### src/rtl/fetch_stall_stage.sv
// ============================================================================
// Module   : fetch_stall_stage
// Purpose  : Fetch-side PC register and IF/ID pipeline latch. Advances the
//            PC, holds it on a stall, or redirects it on a taken branch.
//            Latches, holds or flushes IF/ID. Counts stall and flush cycles,
//            and sets a sticky error flag when a stall runs too long.
// Ports    : Clk, Rst (async, active-high)
//            hazardPCWrite / hazardIFIDWrite : stall requests (1 = hold)
//            inBranchTaken / inBranchTarget  : redirect and flush
//            inInstruction                   : imem data for outPC
//            outPC, outIFIDInstruction, outIFIDPCPlus4, outIFIDValid
//            outState (00 RUN, 01 STALL, 10 FLUSH)
//            outStallCount, outFlushCount (saturating), outStallError
// Revision : 1.0 - initial release
// ============================================================================
`default_nettype none

module fetch_stall_stage #(
  parameter int                PC_WIDTH    = 32,
  parameter int                INSTR_WIDTH = 32,
  parameter logic [PC_WIDTH-1:0] RESET_PC  = 32'h0000_0000,
  parameter int                CNT_WIDTH   = 16,
  parameter int                MAX_STALL   = 4
) (
  input  logic                   Clk,
  input  logic                   Rst,
  input  logic                   hazardPCWrite,
  input  logic                   hazardIFIDWrite,
  input  logic                   inBranchTaken,
  input  logic [PC_WIDTH-1:0]    inBranchTarget,
  input  logic [INSTR_WIDTH-1:0] inInstruction,
  output logic [PC_WIDTH-1:0]    outPC,
  output logic [INSTR_WIDTH-1:0] outIFIDInstruction,
  output logic [PC_WIDTH-1:0]    outIFIDPCPlus4,
  output logic                   outIFIDValid,
  output logic [1:0]             outState,
  output logic [CNT_WIDTH-1:0]   outStallCount,
  output logic [CNT_WIDTH-1:0]   outFlushCount,
  output logic                   outStallError
);

  localparam logic [1:0] S_RUN   = 2'b00;
  localparam logic [1:0] S_STALL = 2'b01;
  localparam logic [1:0] S_FLUSH = 2'b10;

  // Consecutive-stall counter only needs to reach MAX_STALL+1, then it parks.
  localparam int               CONS_W   = $clog2(MAX_STALL + 2);
  localparam logic [CONS_W-1:0] CONS_MAX = CONS_W'(MAX_STALL + 1);
  localparam logic [CONS_W-1:0] CONS_LIM = CONS_W'(MAX_STALL);

  logic [1:0]             state_q, state_d;
  logic [PC_WIDTH-1:0]    pc_q, pc_d;
  logic [INSTR_WIDTH-1:0] ifid_instr_q, ifid_instr_d;
  logic [PC_WIDTH-1:0]    ifid_pp4_q, ifid_pp4_d;
  logic                   ifid_valid_q, ifid_valid_d;
  logic [CNT_WIDTH-1:0]   stall_cnt_q, stall_cnt_d;
  logic [CNT_WIDTH-1:0]   flush_cnt_q, flush_cnt_d;
  logic [CONS_W-1:0]      cons_q, cons_d;
  logic                   err_q, err_d;

  logic                   stall_cycle;
  logic [PC_WIDTH-1:0]    pc_plus4;
  logic [PC_WIDTH-1:0]    target_aligned;

  // A branch overrides both hazard bits, so such a cycle is never a stall.
  assign stall_cycle    = (hazardPCWrite | hazardIFIDWrite) & ~inBranchTaken;
  assign pc_plus4       = pc_q + PC_WIDTH'(4);
  assign target_aligned = inBranchTarget & ~PC_WIDTH'(3);

  // ---------------- FSM: state register ----------------
  always_ff @(posedge Clk or posedge Rst) begin
    if (Rst) state_q <= S_RUN;
    else     state_q <= state_d;
  end

  // ---------------- FSM: next state ----------------
  always_comb begin
    state_d = S_RUN;
    if (inBranchTaken)    state_d = S_FLUSH;
    else if (stall_cycle) state_d = S_STALL;
  end

  // ---------------- FSM: outputs ----------------
  always_comb begin
    outState = state_q;
  end

  // ---------------- Datapath next-state ----------------
  always_comb begin
    pc_d         = pc_plus4;
    ifid_instr_d = inInstruction;
    ifid_pp4_d   = pc_plus4;
    ifid_valid_d = 1'b1;
    if (inBranchTaken) begin
      pc_d         = target_aligned;
      ifid_instr_d = '0;
      ifid_pp4_d   = '0;
      ifid_valid_d = 1'b0;
    end else begin
      // The two hazard bits act independently on PC and IF/ID.
      if (hazardPCWrite) pc_d = pc_q;
      if (hazardIFIDWrite) begin
        ifid_instr_d = ifid_instr_q;
        ifid_pp4_d   = ifid_pp4_q;
        ifid_valid_d = ifid_valid_q;
      end
    end
  end

  // ---------------- Counters and watchdog ----------------
  always_comb begin
    stall_cnt_d = stall_cnt_q;
    flush_cnt_d = flush_cnt_q;
    cons_d      = '0;
    err_d       = err_q;
    if (stall_cycle && (stall_cnt_q != '1))
      stall_cnt_d = stall_cnt_q + CNT_WIDTH'(1);
    if (inBranchTaken && (flush_cnt_q != '1))
      flush_cnt_d = flush_cnt_q + CNT_WIDTH'(1);
    if (stall_cycle) begin
      cons_d = (cons_q == CONS_MAX) ? cons_q : cons_q + CONS_W'(1);
      // This stall is number MAX_STALL+1 in a row.
      if (cons_q == CONS_LIM) err_d = 1'b1;
    end
  end

  always_ff @(posedge Clk or posedge Rst) begin
    if (Rst) begin
      pc_q         <= RESET_PC;
      ifid_instr_q <= '0;
      ifid_pp4_q   <= '0;
      ifid_valid_q <= 1'b0;
      stall_cnt_q  <= '0;
      flush_cnt_q  <= '0;
      cons_q       <= '0;
      err_q        <= 1'b0;
    end else begin
      pc_q         <= pc_d;
      ifid_instr_q <= ifid_instr_d;
      ifid_pp4_q   <= ifid_pp4_d;
      ifid_valid_q <= ifid_valid_d;
      stall_cnt_q  <= stall_cnt_d;
      flush_cnt_q  <= flush_cnt_d;
      cons_q       <= cons_d;
      err_q        <= err_d;
    end
  end

  assign outPC              = pc_q;
  assign outIFIDInstruction = ifid_instr_q;
  assign outIFIDPCPlus4     = ifid_pp4_q;
  assign outIFIDValid       = ifid_valid_q;
  assign outStallCount      = stall_cnt_q;
  assign outFlushCount      = flush_cnt_q;
  assign outStallError      = err_q;

endmodule

`default_nettype wire

### config.mk
export PLATFORM = sky130hd
export DESIGN_NAME = fetch_stall_stage
export DESIGN_NICKNAME = d
export VERILOG_FILES = /design/src/rtl/fetch_stall_stage.sv
export SDC_FILE = /design/constraint.sdc
export NUM_CORES = 1
export LEC_CHECK = 0
export ABC_CLOCK_PERIOD_IN_PS = 3860
export CORE_ASPECT_RATIO = 1.2
export CORE_MARGIN = 5
export CORE_UTILIZATION = 25
export CTS_CLUSTER_DIAMETER = 30
export DETAILED_ROUTE_END_ITERATION = 12
export GPL_TIMING_DRIVEN = 0
export MAX_ROUTING_LAYER = met4
export PLACE_DENSITY = 0.48
export SETUP_SLACK_MARGIN = 0.15
export SYNTH_ARGS = -nofsm -noshare
export SYNTH_HDL_FRONTEND = slang
export SYNTH_SLANG_ARGS = --single-unit
### constraint.sdc
create_clock -name Clk -period 3.86 [get_ports Clk]
set_input_delay 0.579 -clock Clk [delete_from_list [all_inputs] [get_ports Clk]]
set_output_delay 0.579 -clock Clk [all_outputs]
set_load 0.02 [all_outputs]
==> impl_results.rst, run 1 <==
.. list-table::
   :header-rows: 1

   * - Metric
     - Value
   * - Run status
     - completed
   * - Fraction of met1 tracks used by global routing
     - 0.196
   * - Transition at the pin with the smallest max-transition slack
     - 989 ps
   * - Async set-reset flop share out of synthesis
     - 1.00
   * - Rel. slew slack
     - 0.335
   * - Count of inserted antenna diode cells
     - 0
   * - Num CTS Buffers
     - 17
   * - Cell-by-cell listing of the critical path
     - clkdlybuf4s50_1, clkbuf_1, clkbuf_1, clkbuf_1, nand2_1, o211ai_1
   * - Number of instances on the worst hold path
     - 1
   * - GRT busiest layer
     - met2
   * - Hold endpoint
     - outStallError$_DFFE_PP0P_
   * - 1st-pass router iterations
     - 5
   * - Worst min-delay path class
     - reg -> reg
   * - Vias in the first global route
     - 6304
   * - GR Util All Layers
     - 0.162
   * - Least setup slack across all paths after layout
     - between 900 and 1000 ps
   * - Total number of yosys warnings
     - 0
   * - Primary flip-flop cell chosen by synthesis mapping
     - sky130_fd_sc_hd__dfrtp_1
   * - Clock Sinks
     - between 100 and 150
   * - Overflow left after global routing
     - 0
   * - Horizontal extent of the die
     - between 150 and 200 µm
   * - Hpwl dp
     - roughly 18000 µm
   * - CTS Buffer Depth
     - 2
   * - Met3 GRT Util
     - 0.0519
   * - Classification of the worst setup path
     - in -> reg
   * - Final cell utilization of the core
     - 0.371
   * - Setup Skew
     - 12.7 ps
   * - Min cycle time layout
     - 2860 ps
   * - Post-synthesis instance area
     - between 6000 and 7000 µm²
   * - Setup violations, final
     - 0
   * - I/O pin total
     - 201
   * - Static Leak
     - ~0.004 µW
   * - Peak supply drop
     - 0.295 mV
   * - Total of cells resized after clock tree synthesis
     - 0
   * - Final cycle utilization of the critical path
     - 0.742
   * - Critical R2R Launch
     - outPC[4]$_DFFE_PP0N_
   * - Start point of the critical path
     - inBranchTaken
   * - Total vias in the final route
     - between 5000 and 6000
   * - Post-Syn Instances
     - roughly 670
   * - Register bit count reported by yosys
     - about 130
   * - Worst Path Arrival
     - about 3200 ps
   * - Count of distinct cell types in the synthesized netlist
     - 54
   * - H-tree levels
     - 4
   * - Post-Route Hold Slack
     - between 400 and 500 ps
   * - Pin count of the biggest net entering global routing
     - 36
   * - Initial antenna violation count
     - 0
   * - Register-to-Register Setup Slack
     - about 1300 ps
   * - Initial DRC Count
     - approximately 260
   * - Cell type group with the largest total delay on the critical path
     - buffers and inverters
   * - Total count of hold-check failures in the final report
     - 0
   * - DRC viols
     - 0
   * - First-pass GRT wire length
     - about 36000 µm
   * - Routability congestion estimate
     - approximately 0.8
   * - TritonCTS clock tree
     - yes
   * - Later-pin clock latency in the skew report
     - around 420 ps
   * - Element type at the critical path start
     - input port
   * - Pwr/cell area
     - 473 nW/µm²
   * - FMAX
     - 349 MHz
   * - Die extent in y
     - between 150 and 200 µm
   * - Sum of buffers and inverters on the critical path
     - 4
   * - Unrepaired setup endpoints after global routing
     - no
   * - Core area
     - ~26000 µm²
   * - Die area
     - 29800 µm²
   * - Slowest Stage Delay on Critical Path
     - 760 ps
   * - Via count normalized by instance count
     - just under 5
   * - Destination of the worst register-to-register timing path
     - outPC[29]$_DFFE_PP0N_
   * - Antenna Violating Nets Remaining
     - 0
   * - Startpoint of the tightest hold check path
     - outStallError$_DFFE_PP0P_
   * - Num rows
     - between 60 and 70
   * - Post-Route WL
     - 23100 µm
   * - Share of the yosys chip area belonging to registers
     - 0.500
   * - Starting Density
     - 0.252
   * - Clock Root Buffer
     - sky130_fd_sc_hd__clkbuf_16
   * - Mean post-synth cell area
     - slightly below 10 µm²
   * - Share of post-route cells with drive strength above 1
     - 0.0667
   * - Number of buffers inserted by hold repair at cts
     - 0
   * - Required time worst endpoint
     - between 4000 and 5000 ps
   * - Critical Path Fanout Max
     - 10
   * - Placement Setup Slack
     - around 520 ps
   * - Layout-stage area growth over the synthesis result
     - 47.2%
   * - Met2 GRT Util
     - 0.260
   * - Final Max Slew Viols
     - 0
   * - Setup TNS
     - 0 ps
   * - Number of nets in the finished design
     - just under 1000
   * - CTS clock-pin slew for the worst setup and hold paths
     - 60 ps
   * - # port buffers
     - between 150 and 200
   * - Postcts setup bufs
     - 0
   * - Most used cell along the critical path
     - sky130_fd_sc_hd__clkbuf_1
   * - Number of flops mapped to enable cells by yosys
     - 0
   * - Standard cell with the maximum stage delay on the critical path
     - sky130_fd_sc_hd__clkdlybuf4s50_1
   * - Cell area after placement
     - about 9100 µm²
   * - Detailed-route wire length per cell
     - around 19 µm
   * - Number of cell instances on the worst register-to-register path
     - 7
   * - Final Instance Area
     - between 9000 and 10000 µm²
   * - Max-cap violations
     - 0
   * - Nature of the critical path endpoint
     - register
==> layer usage <==
metal | share of wire | wire length [µm] | vias up
met4 | 0.015 | 352 | 0
met5 | 0 | 0 | -
li1 | - | - | 2863
met2 | 0.48 | 11100 | 198
met1 | 0.43 | 9870 | 2888
met3 | 0.077 | 1780 | 24
==> cells by family after synthesis <==
family | after synthesis | synth area share
mux | 37 | 0.0566
flops | 132 | 0.500
simple gates | 265 | 0.207
xor+xnor | 50 | 0.0663
fa+ha+maj | 6 | 0.0114
other cells | 1 | 0.000568
buf+inv | 67 | 0.0422
compound gates | 110 | 0.115
==> flip-flops by register name (all words and copies together) (netlist names) <==
register,cells
outStallError,1
cons_q,3
outIFIDValid,1
outState,2
outFlushCount,16
outStallCount,16
outIFIDPCPlus4,31
outPC,30
outIFIDInstruction,32
==> final cells by class <==
class,instances,area [µm²]
fill,2715,16500
sequential,132,3300
multi-input combinational,470,3030
timing repair buffer,199,2030
clock buffer,18,439
tap,335,419
clock inverter,13,221
buffer,50,215
inverter,17,67.6
==> layout by cell type (no fill, tap or decap), types with 3 or more instances in the layout <==
| master | instances |
|---|---|
| sky130_fd_sc_hd__clkdlybuf4s50_1 | 195 |
| sky130_fd_sc_hd__dfrtp_1 | 132 |
| sky130_fd_sc_hd__nor2_1 | 76 |
| sky130_fd_sc_hd__nand2_1 | 51 |
| sky130_fd_sc_hd__mux2i_1 | 34 |
| sky130_fd_sc_hd__clkbuf_1 | 33 |
| sky130_fd_sc_hd__xnor2_1 | 31 |
| sky130_fd_sc_hd__o21ai_0 | 28 |
| sky130_fd_sc_hd__nand4_1 | 26 |
| sky130_fd_sc_hd__nand3_1 | 22 |
| sky130_fd_sc_hd__xor2_1 | 19 |
| sky130_fd_sc_hd__or4_1 | 17 |
| sky130_fd_sc_hd__clkbuf_16 | 17 |
| sky130_fd_sc_hd__inv_1 | 15 |
| sky130_fd_sc_hd__or3_1 | 14 |
| sky130_fd_sc_hd__a311oi_1 | 14 |
| sky130_fd_sc_hd__nor3_1 | 13 |
| sky130_fd_sc_hd__a21oi_1 | 11 |
| sky130_fd_sc_hd__a211oi_1 | 11 |
| sky130_fd_sc_hd__a31oi_1 | 11 |
| sky130_fd_sc_hd__nor4_1 | 11 |
| sky130_fd_sc_hd__o31ai_1 | 10 |
| sky130_fd_sc_hd__and3_1 | 9 |
| sky130_fd_sc_hd__buf_2 | 8 |
| sky130_fd_sc_hd__and4_1 | 7 |
| sky130_fd_sc_hd__ha_1 | 6 |
| sky130_fd_sc_hd__bufinv_16 | 5 |
| sky130_fd_sc_hd__nand4b_1 | 4 |
| sky130_fd_sc_hd__buf_4 | 4 |
| sky130_fd_sc_hd__o41ai_1 | 4 |
| sky130_fd_sc_hd__inv_6 | 4 |
| sky130_fd_sc_hd__buf_12 | 4 |
| sky130_fd_sc_hd__buf_1 | 3 |
| sky130_fd_sc_hd__mux2_2 | 3 |
| sky130_fd_sc_hd__or2_2 | 3 |
| sky130_fd_sc_hd__o211ai_1 | 3 |
| sky130_fd_sc_hd__o311ai_0 | 3 |
==> through the flow <==
| step | power [µW] | cells |
|---|---|---|
| floorplan | 2250 | 669 |
| global placement | 2790 | 1199 |
| detailed placement | 2800 | 1203 |
| CTS | 4670 | 1234 |
| global route | 4820 | 1234 |
| finish | 4600 | 1234 |
==> power breakdown <==
| part | internal (µW) | leakage (µW) | switching (µW) |
|---|---|---|---|
| combinational | 495 | 0.00192 | 549 |
| clock | 1180 | 0.000320 | 666 |
| sequential | 1540 | 0.00169 | 181 |
| total | 3210 | 0.00393 | 1400 |
==> Yosys cell counts, types with 3 or more instances <==
cell / instances / area [µm²]
sky130_fd_sc_hd__nand2_1: 51 / 191
sky130_fd_sc_hd__mux2_2: 3 / 33.8
sky130_fd_sc_hd__o21ai_0: 28 / 140
sky130_fd_sc_hd__buf_2: 8 / 40.0
sky130_fd_sc_hd__a311oi_1: 14 / 123
sky130_fd_sc_hd__nor2_1: 76 / 285
sky130_fd_sc_hd__a21oi_1: 11 / 55.1
sky130_fd_sc_hd__buf_1: 3 / 11.3
sky130_fd_sc_hd__nand4_1: 26 / 163
sky130_fd_sc_hd__or3_1: 14 / 87.6
sky130_fd_sc_hd__buf_4: 4 / 30.0
sky130_fd_sc_hd__mux2i_1: 34 / 340
sky130_fd_sc_hd__a211oi_1: 11 / 82.6
sky130_fd_sc_hd__or4_1: 17 / 128
sky130_fd_sc_hd__dfrtp_1: 132 / 3300
sky130_fd_sc_hd__inv_1: 16 / 60.1
sky130_fd_sc_hd__clkbuf_1: 33 / 124
sky130_fd_sc_hd__nand4b_1: 4 / 35.0
sky130_fd_sc_hd__xnor2_1: 31 / 272
sky130_fd_sc_hd__nor3_1: 13 / 65.1
sky130_fd_sc_hd__nor4_1: 11 / 68.8
sky130_fd_sc_hd__ha_1: 6 / 75.1
sky130_fd_sc_hd__and4_1: 7 / 61.3
sky130_fd_sc_hd__o311ai_0: 3 / 26.3
sky130_fd_sc_hd__xor2_1: 19 / 166
sky130_fd_sc_hd__and3_1: 9 / 56.3
sky130_fd_sc_hd__o211ai_1: 3 / 22.5
sky130_fd_sc_hd__o41ai_1: 4 / 35.0
sky130_fd_sc_hd__o31ai_1: 10 / 75.1
sky130_fd_sc_hd__or2_2: 3 / 18.8
sky130_fd_sc_hd__a31oi_1: 11 / 68.8
sky130_fd_sc_hd__nand3_1: 22 / 110
==> worst max-delay path by stage <==
stage	to	slack (ps)	cells past startpoint
global placement	outFlushCount[15]$_DFFE_PP0P_	130	2
detailed placement	outPC[21]$_DFFE_PP0N_	520	6
finish	outPC[21]$_DFFE_PP0N_	1000	6
CTS	outPC[21]$_DFFE_PP0N_	960	6
global route	outPC[21]$_DFFE_PP0N_	930	6
floorplan	outIFIDPCPlus4[24]$_DFFE_PP0P_	1580	6
(Power assumes the default switching activity.)
==> inputs of run 2 (changes only) <==
--- a/config.mk
+++ b/config.mk
@@ -5,7 +5,7 @@
 export SDC_FILE = /design/constraint.sdc
 export NUM_CORES = 1
 export LEC_CHECK = 0
-export ABC_CLOCK_PERIOD_IN_PS = 3860
+export ABC_CLOCK_PERIOD_IN_PS = 2700
 export CORE_ASPECT_RATIO = 1.2
 export CORE_MARGIN = 5
 export CORE_UTILIZATION = 25
@@ -13,7 +13,7 @@
 export DETAILED_ROUTE_END_ITERATION = 12
 export GPL_TIMING_DRIVEN = 0
 export MAX_ROUTING_LAYER = met4
-export PLACE_DENSITY = 0.48
+export PLACE_DENSITY = 0.46
 export SETUP_SLACK_MARGIN = 0.15
 export SYNTH_ARGS = -nofsm -noshare
 export SYNTH_HDL_FRONTEND = slang
==> constraint.sdc (replaced) <==
create_clock -name Clk -period 2.7 [get_ports Clk]
set_input_delay 0.405 -clock Clk [delete_from_list [all_inputs] [get_ports Clk]]
set_output_delay 0.405 -clock Clk [all_outputs]
set_load 0.02 [all_outputs]
==> run 2 against run 1 <==
Total power rose by 36%. Critical endpoint is now outIFIDPCPlus4[23]$_DFFE_PP0P_. Global-route usage rose by 0.37 points. Cell count barely moved. Largest power group is now sequential cells. Die area did not move. Sequential cell count did not move. Critical path depth rose by 1. Worst setup slack got worse by 710 ps. Clock-buffer cell count did not move. Clock skew rose by 2.4 ps. Design area fell by 0.17%. Highest routed layer unchanged. First-iteration DRC count fell by 22%.
==> impl_results.rst, run 2 (synthesis gave the netlist of run 1 again) <==
.. list-table::
   :header-rows: 1

   * - Metric
     - Value
   * - DRC viols
     - 0 (unchanged)
   * - Core area
     - 26200 µm² (unchanged)
   * - Number of nets in the finished design
     - 962 (unchanged)
   * - Die area
     - 29800 µm² (unchanged)
   * - Worst min-delay path class
     - in -> async
   * - Fraction of met1 tracks used by global routing
     - 0.203 (+0.00756)
   * - Final cell utilization of the core
     - 0.371 (-0.000621)
   * - Most frequent standard cell in the layout excluding fill and tap cells
     - sky130_fd_sc_hd__clkdlybuf4s50_1
   * - Initial antenna violation count
     - 0 (unchanged)
   * - Rel. slew slack
     - 0.353 (+0.0176)
   * - Unrepaired setup endpoints after global routing
     - yes
   * - Run status
     - completed
   * - Final cycle utilization of the critical path
     - 0.895
   * - Classification of the worst setup path
     - reg -> reg
   * - # port buffers
     - 195 (unchanged)
   * - Overflow left after global routing
     - 0 (unchanged)
   * - Num CTS Buffers
     - 17 (unchanged)
   * - Element type at the critical path start
     - register
   * - Met2 GRT Util
     - 0.259 (about the same)
   * - 1st-pass router iterations
     - 4 (-1)
   * - Pwr/cell area
     - 647 nW/µm² (+37%)
   * - Count of inserted antenna diode cells
     - 0 (unchanged)
   * - Comb power frac
     - 0.239 (+0.012)
   * - Final Max Slew Viols
     - 0 (unchanged)
   * - Post-Route WL
     - 23600 µm (+2.1%)
   * - Static Leak
     - 0.00392 µW (-0.19%)
   * - Share of total power in sequential cells
     - 0.393 (+0.020)
   * - Flip-flop count of the largest register, all copies and words added
     - 32 (unchanged)
   * - Pin count of the biggest net entering global routing
     - 38 (+5.6%)
   * - Internal power
     - 4210 µW (+31%)
   * - Cell-by-cell listing of the critical path
     - buf_4, nand3_2, or4_1, buf_2, buf_2, or3_1, a311oi_1
   * - Die extent in y
     - 188 µm (unchanged)
   * - Clock Root Buffer
     - sky130_fd_sc_hd__clkbuf_16
   * - H-tree levels
     - 4 (unchanged)
   * - Layout-stage area growth over the synthesis result
     - 47.0%
   * - Vias in the first global route
     - 6301 (-0.048%)
   * - Number of buffers inserted by hold repair at cts
     - 0 (unchanged)
   * - Transition at the pin with the smallest max-transition slack
     - 963 ps (-26.2 ps)
   * - Required time worst endpoint
     - 3020 ps (-1170 ps)
   * - Via count normalized by instance count
     - 4.82 (-0.50%)
   * - FMAX
     - 414 MHz
   * - Worst Path Arrival
     - 2730 ps (-470 ps)
   * - Routability congestion estimate
     - 0.804 (+0.49%)
   * - Horizontal extent of the die
     - 158 µm (unchanged)
   * - Detailed-route wire length per cell
     - 19.1 µm (+2.0%)
   * - GR Util All Layers
     - 0.165 (+0.00366)
   * - Total count of hold-check failures in the final report
     - 0 (unchanged)
   * - CTS Buffer Depth
     - 2 (unchanged)
   * - Switching Power
     - 2070 µW (+48%)
   * - Slowest Stage Delay on Critical Path
     - 560 ps (-200 ps)
   * - Initial DRC Count
     - 204 (-22%)
   * - Critical Path Fanout Max
     - 10 (unchanged)
   * - Proportion of total power due to net switching
     - 0.330 (+0.0263)
   * - Starting Density
     - 0.252 (unchanged)
   * - GRT busiest layer
     - met2
   * - Num rows
     - 65 (unchanged)
   * - Peak supply drop
     - 0.440 mV (+49%)
   * - Filler Cell Count
     - 2693 (-0.81%)
   * - Setup Skew
     - 15.1 ps (+2.36 ps)
   * - Setup violations, final
     - 0 (unchanged)
   * - Met3 GRT Util
     - 0.0623 (+0.0104)
   * - Min cycle time layout
     - approximately 2400 ps
   * - Share of post-route cells with drive strength above 1
     - 0.0778 (+0.0110)
   * - First-pass GRT wire length
     - 37200 µm (+2.2%)
   * - Hpwl dp
     - 17600 µm (+0.37%)
   * - Most used cell along the critical path
     - sky130_fd_sc_hd__buf_2
   * - Max-cap violations
     - 0 (unchanged)
   * - Total vias in the final route
     - 5948 (-0.42%)
   * - Part of the power in the clock network
     - 0.369 (-0.031)
   * - Clock Sinks
     - 132 (unchanged)
   * - Post-Route Hold Slack
     - 380 ps (-85.1 ps)
   * - Standard cell with the maximum stage delay on the critical path
     - sky130_fd_sc_hd__or4_1
   * - Later-pin clock latency in the skew report
     - 430 ps (about the same)
   * - Antenna Violating Nets Remaining
     - 0 (unchanged)
   * - Top library cells by usage in the layout, fill and taps aside
     - sky130_fd_sc_hd__clkdlybuf4s50_1 (195), sky130_fd_sc_hd__dfrtp_1 (132), sky130_fd_sc_hd__nor2_1 (76), sky130_fd_sc_hd__nand2_1 (51), sky130_fd_sc_hd__mux2i_1 (34)
   * - Nature of the critical path endpoint
     - register
   * - CTS clock-pin slew for the worst setup and hold paths
     - 70 ps (about the same)
   * - I/O pin total
     - 201 (unchanged)
   * - TritonCTS clock tree
     - yes
-- run 2: changes by cell type in the layout (fill, tap and decap cells not counted), sizes merged --
cell | previous run | this run
bufinv | 5 | 1
clkinv | 3 | 4
clkinvlp | 2 | 4
inv | 20 | 22
-- run 2: metal layers --
layer  up-vias  routed length [µm]
met1      2878               10100
li1       2864                   -
met2       189               11300
met4         0                 298
met5         -                   0
met3        17                1940
-- run 2: layout make-up --
cell class,count,area (µm²),share of cell area
well taps,335,419,0.0432
flip-flops and latches,132,3300,0.340
clock buffers,18,429,0.0442
multi-input cells,470,3070,0.317
inverters,17,67.6,0.00696
clock inverters,14,145,0.0150
repair buffers,199,2050,0.211
plain buffers,50,223,0.0229
-- run 2: final timing paths --
path	end	cells past startpoint	from	slack (ps)
min in group Clk	outStallError$_DFFE_PP0P_	1	outStallError$_DFFE_PP0P_	460
setup / recovery	outIFIDPCPlus4[23]$_DFFE_PP0P_	7	outPC[4]$_DFFE_PP0N_	280
setup reg to reg	outIFIDPCPlus4[23]$_DFFE_PP0P_	7	outPC[4]$_DFFE_PP0N_	280
hold reg to reg	outStallError$_DFFE_PP0P_	1	outStallError$_DFFE_PP0P_	460
hold / removal	outPC[3]$_DFFE_PP0N_	2	Rst	380
max in group asynchronous	outFlushCount[2]$_DFFE_PP0P_	5	Rst	1290
-- run 2: power by group through the flow --
stage                     Combinational, µW  Sequential (µW)  Clock (µW)
after global routing                   1640             2510        2450
after floorplan                         508             2700           0
final                                  1500             2470        2320
after global placement                 1490             2490           0
after detailed placement               1520             2500           0
after CTS                              1520             2470        2380
-- run 2: worst max-delay path, delay by kind of cell, from the launching register on --
family                 cells  cell delay [ps]
buffers and inverters      3              590
AO/OA/AOI/OAI              1              260
flip-flops                 1              370
AND/OR/NAND/NOR            3             1090
-- run 2: metrics by stage --
stage          total power (µW)  TNS, ps  std cells  setup slack (ps)  instance area, µm²
4_1_cts                    6370        0       1235               159                9660
3_3_place_gp               3990  -122640       1199              -859                8980
2_1_floorplan              3210        0        669               425                6610
6_report                   6280        0       1235               283                9710
5_1_grt                    6600        0       1235               106                9710
3_5_place_dp               4010   -12070       1203              -341                9080
-- run 2: timing repair --
item                                    in CTS  in global routing
gates resized for setup                      2                 15
setup buffers                                0                  0
endpoints found under the setup margin      11                 28
hold endpoints to repair                     0                  0
